<file path="src/rtl/univ_shift_counter_pkg.sv">
// Shared constants for univ_shift_counter: mode encodings, mode width and the
// per-bit next-value select used by the bit slices.
package univ_shift_counter_pkg;

    localparam int unsigned MODE_W = 3;

    localparam logic [MODE_W-1:0] MODE_HOLD    = 3'd0;
    localparam logic [MODE_W-1:0] MODE_SHUP    = 3'd1;
    localparam logic [MODE_W-1:0] MODE_SHDN    = 3'd2;
    localparam logic [MODE_W-1:0] MODE_LOAD    = 3'd3;
    localparam logic [MODE_W-1:0] MODE_RING    = 3'd4;
    localparam logic [MODE_W-1:0] MODE_JOHNSON = 3'd5;

    // Next-value source for one register bit.
    typedef enum logic [1:0] {
        SelHold  = 2'd0,  // keep current value
        SelLower = 2'd1,  // take from the bit below (shift up)
        SelUpper = 2'd2,  // take from the bit above (shift down)
        SelLoad  = 2'd3   // take parallel load value
    } sel_e;

endpackage

</file>
<file path="src/rtl/usc_bit_slice.sv">
// One bit of the universal shift register: 4:1 next-value select feeding a flop
// with synchronous active-low reset.
module usc_bit_slice
    import univ_shift_counter_pkg::*;
#(
    parameter logic RST_VAL = 1'b0
) (
    input  logic i_clock,
    input  logic i_reset,
    input  sel_e i_sel,
    input  logic i_lower,
    input  logic i_upper,
    input  logic i_load,
    output logic o_q
);

    logic r_q;
    logic w_d;

    // Next-value select.
    always_comb begin
        w_d = r_q;
        unique case (i_sel)
            SelHold:  w_d = r_q;
            SelLower: w_d = i_lower;
            SelUpper: w_d = i_upper;
            SelLoad:  w_d = i_load;
            default:  w_d = r_q;
        endcase
    end

    // State flop; reset sampled on the clock edge.
    always_ff @(posedge i_clock) begin
        if (!i_reset) begin
            r_q <= RST_VAL;
        end else begin
            r_q <= w_d;
        end
    end

    assign o_q = r_q;

endmodule

</file>
<file path="src/rtl/univ_shift_counter.sv">
// Parametrised universal shift register / ring / Johnson counter.
// Optional build macro: SHIFT_COUNTER_SELF_CORRECT_EN -- when defined, illegal
// ring (not one-hot) and Johnson (more than one bit boundary) states are forced
// back into the legal sequence instead of circulating.
module univ_shift_counter
    import univ_shift_counter_pkg::*;
#(
    parameter int unsigned     WIDTH       = 4,
    parameter logic [WIDTH-1:0] RESET_VALUE = '0
) (
    input  logic              i_clock,
    input  logic              i_reset,
    input  logic              i_en,
    input  logic [MODE_W-1:0] i_mode,
    input  logic [WIDTH-1:0]  i_load_data,
    input  logic              i_ser_in_lo,
    input  logic              i_ser_in_hi,
    output logic [WIDTH-1:0]  o_q,
    output logic              o_tc
);

    // Last state before wrap in both counting modes.
    localparam logic [WIDTH-1:0] MSB_ONLY = {1'b1, {(WIDTH-1){1'b0}}};

    logic [WIDTH-1:0] w_q;
    logic [WIDTH-1:0] w_lower;
    logic [WIDTH-1:0] w_upper;
    logic [WIDTH-1:0] w_load_val;
    logic             w_lower0;
    sel_e             w_sel;

`ifdef SHIFT_COUNTER_SELF_CORRECT_EN
    localparam int unsigned TW = WIDTH - 1;

    logic [TW-1:0] w_trans;
    logic          w_ring_legal;
    logic          w_john_legal;

    // Legality of the current state for the counting modes.
    always_comb begin
        w_trans      = w_q[WIDTH-2:0] ^ w_q[WIDTH-1:1];
        w_ring_legal = $onehot(w_q);
        // At most one neighbour boundary: clear-lowest-set-bit leaves zero.
        w_john_legal = ((w_trans & (w_trans - TW'(1))) == '0);
    end
`endif

    // Shared bit-select and boundary inputs for the slices.
    always_comb begin
        w_sel      = SelHold;
        w_lower0   = i_ser_in_lo;
        w_load_val = i_load_data;
        if (i_en) begin
            case (i_mode)
                MODE_HOLD: w_sel = SelHold;
                MODE_SHUP: w_sel = SelLower;
                MODE_SHDN: w_sel = SelUpper;
                MODE_LOAD: w_sel = SelLoad;
                MODE_RING: begin
                    w_sel    = SelLower;
                    w_lower0 = w_q[WIDTH-1];
`ifdef SHIFT_COUNTER_SELF_CORRECT_EN
                    if (!w_ring_legal) begin
                        w_sel      = SelLoad;
                        w_load_val = WIDTH'(1);
                    end
`endif
                end
                MODE_JOHNSON: begin
                    w_sel    = SelLower;
                    w_lower0 = ~w_q[WIDTH-1];
`ifdef SHIFT_COUNTER_SELF_CORRECT_EN
                    if (!w_john_legal) begin
                        w_sel      = SelLoad;
                        w_load_val = '0;
                    end
`endif
                end
                default: w_sel = SelHold;  // reserved modes hold
            endcase
        end
    end

    // Neighbour wiring: bit 0 gets serial/feedback, top bit gets ser_in_hi.
    always_comb begin
        w_lower = {w_q[WIDTH-2:0], w_lower0};
        w_upper = {i_ser_in_hi, w_q[WIDTH-1:1]};
    end

    for (genvar gi = 0; gi < WIDTH; gi++) begin : g_slice
        usc_bit_slice #(
            .RST_VAL(RESET_VALUE[gi])
        ) u_slice (
            .i_clock(i_clock),
            .i_reset(i_reset),
            .i_sel  (w_sel),
            .i_lower(w_lower[gi]),
            .i_upper(w_upper[gi]),
            .i_load (w_load_val[gi]),
            .o_q    (w_q[gi])
        );
    end

    // Wrap indicator is combinational from current state and controls.
    always_comb begin
        o_q  = w_q;
        o_tc = i_en & ((i_mode == MODE_RING) | (i_mode == MODE_JOHNSON)) & (w_q == MSB_ONLY);
    end

endmodule

</file>
<file path="config.mk">
export PLATFORM = sky130hd
export DESIGN_NAME = univ_shift_counter
export DESIGN_NICKNAME = d
export VERILOG_FILES = /design/src/rtl/univ_shift_counter_pkg.sv /design/src/rtl/usc_bit_slice.sv /design/src/rtl/univ_shift_counter.sv
export SDC_FILE = /design/constraint.sdc
export NUM_CORES = 1
export LEC_CHECK = 0
export CORE_AREA = 10 10 47 49
export DETAILED_ROUTE_END_ITERATION = 10
export DIE_AREA = 0 0 57 59
export SETUP_SLACK_MARGIN = 0.02
export SKIP_CTS_REPAIR_TIMING = 1
export SYNTH_ARGS = -nofsm -noshare
export SYNTH_HDL_FRONTEND = slang
export SYNTH_SLANG_ARGS = --single-unit
</file>
<file path="constraint.sdc">
create_clock -name i_clock -period 1.3 [get_ports i_clock]
set_input_delay 0.26 -clock i_clock [delete_from_list [all_inputs] [get_ports i_clock]]
set_output_delay 0.26 -clock i_clock [all_outputs]
set_load 0.05 [all_outputs]
</file>
==> qor.yml <==
period_needed_ns: 1.41
drive_gt1_share_pct: 43.8
clk_pin_slew_worst_paths_ns: 0.04
maxSlewHeadroom_pct: 79.5
synth_top_area_cell: "dfxtp_1"
cts_num_sinks: 4
finalWirelength_um: 1120
utilization_pct: 47.8
skew_ns: 0.00767
die_h_um: 59
first_iter_violations: 5
cts_buffers: 3
dp_hpwl_um: 896
cp_max_fo: 2
design_area_um2: 669
first_pass_iters: 4
fmax_mhz: 709
finalWorstSetupSlack_ns: -0.111
yosys_warnings: 0
antenna_cells: 0
ys_ff_latch: 4
tritoncts: "done"
synthCells: 43
drv_cap: 0
drc: 0
synth-xor-area-share_pct: 2.28
netlist_area_um2: 384
hold_viol_final: 0
synthSimpleGateAreaFrac_pct: 23.1
via_per_inst: 5.08
grt.overflow.total: 0
crit_slowest_cell: "dfxtp_2"
grt_pass1_vias: 430
num-fill-cells: 151
setup_viol: 1
place_area_um2: 631
yosys-top-cells-count: "buf_4 (4), dfxtp_1 (4), nor2_1 (4)"
synth_top_area_share_pct: 20.8
start_util_pct: 27.4
p_per_area_nw_per_um2: 776
worstPathCellList: "nor2_2, nand2_2, nor4_4, buf_12"
port_buffers: 16
avgSynthCellArea_um2: 8.93
rows: 14
clockBufferDepth: 2
period_share_pct: 109
grt_pass1_wl_um: 1840
wl_per_cell_um: 14.0
ys_seq_area_share_pct: 20.8
clkLatencyLatePin_ns: 0.24
synth_compound_area_share_pct: 28.0
synth_cell_types: 27
synthTopCellsByArea: "dfxtp_1 (21%), buf_4 (7.8%), buf_6 (5.9%)"
core-area_um2: 1400
start_kind: "flip-flop"
crit_family: "simple AND/OR/NAND/NOR gates"
syn-num-nets: 55
synthToLayoutAreaGrowth_pct: 74.3
worstSetupEndpointType: "primary output"
htreeDepth: 1
maxSlewViolCount: 0
critPathMaxStageDelay_ns: 0.32
dieWidth_um: 57
num_vias: 406
io_pins: 17
globalplace.congestion: 0.891
leakagePower_nw: 0.303
status: "complete, but fails checks"
fin_nets: 78
track_usage_pct: 6.90
largest_reg_flops: 4
grt_max_degree: 8
die_area_um2: 3360
synth_fa_ha_area_share_pct: 0
clock-root-buffer: "clkbuf_4"
async_reset_ff_share_pct: 0
synth_top_family_by_area: "compound AO/OA/AOI/OAI gates"
fin_hold_ws_ns: 0.555
rsz0062_at_grt: "true"
synth_edf_count: 0
ys.flop_type: "dfxtp_1"
path_buf_inv: 1
cp.required_ns: 1.04
min_path_type: "input port to flip-flop"
path_class: "flip-flop to primary output"
cp.arrival_ns: 1.15
antenna_found_initial: 0
muxShareOfSynthArea_pct: 8.47
max-vdd-ir-drop_mv: 0.300
violations: "setup timing"
tightest_slew_ns: 0.304
drtAntennaViolNets: 0
area by class of cell:
class                           instances  area, µm²  share of cell area (%)
Sequential cell                         4       81.3                    12.1
Timing Repair Buffer                   25        288                    43.0
Tap cell                               16       20.0                    2.99
Multi-Input combinational cell         32        258                    38.5
Clock buffer                            3       22.5                    3.36
worst register-to-register path, stage by stage (launching register included):
cell and delay, ns:
dfxtp_2 0.32, buf_4 0.14, nor2b_1 0.12, o311ai_0 0.12, o311a_1 0.31
worst paths after layout:
check / from / end / slack [ns] / cells after the start
worst max-delay path: g_slice[1].u_slice.o_q$_SDFFE_PN0P_ / o_tc / -0.11 / 4
worst min-delay path: i_mode[2] / g_slice[2].u_slice.o_q$_SDFFE_PN0P_ / 0.56 / 3
worst max register to register: g_slice[1].u_slice.o_q$_SDFFE_PN0P_ / g_slice[0].u_slice.o_q$_SDFFE_PN0P_ / 0.17 / 4
worst min register to register: g_slice[1].u_slice.o_q$_SDFFE_PN0P_ / g_slice[1].u_slice.o_q$_SDFFE_PN0P_ / 0.67 / 2
metrics by stage:
stage	instances	power, W	TNS (ns)	setup slack (ns)
after floorplan	43	0.000264	-0.0672	-0.0672
after global placement	77	0.000356	-1.78	-0.376
after detailed placement	77	0.000358	-2.05	-0.454
after CTS	80	0.000525	-1.06	-0.397
after global routing	80	0.000559	-0.185	-0.185
final	80	0.000520	-0.111	-0.111
routing by layer:
metal	vias up	GRT usage, %	part of all wire [%]
met5	-	0	0
li1	199	-	-
met3	2	2.79	7.1
met2	16	10.5	48
met1	189	7.20	43
met4	0	6.04	1.9
power breakdown:
part | total, W | internal (W) | leakage [nW] | switching (W)
registers | 0.000145 | 0.000133 | 0.0333 | 0.0000124
clock network | 0.000163 | 0.000104 | 0.0138 | 0.0000592
logic | 0.000211 | 0.000119 | 0.256 | 0.0000924
total | 0.000520 | 0.000356 | 0.303 | 0.000164
cells by family after synthesis:
family	count (synthesis)
mux	3
compound gates	12
flops	4
xor+xnor	1
simple gates	16
buf+inv	7
cells in the final DEF (no fill, tap or decap), types with 2 or more instances in the layout:
cell             instances
mux2_2                   2
a21oi_1                  2
dfxtp_1                  3
nand2_1                  2
nor2_1                   3
clkbuf_4                 3
dlymetal6s2s_1           4
clkdlybuf4s50_1          7
buf_12                   5
buf_4                    9
nand3_1                  2
nor2b_1                  2
No activity file was read; power rests on OpenSTA's default activity.
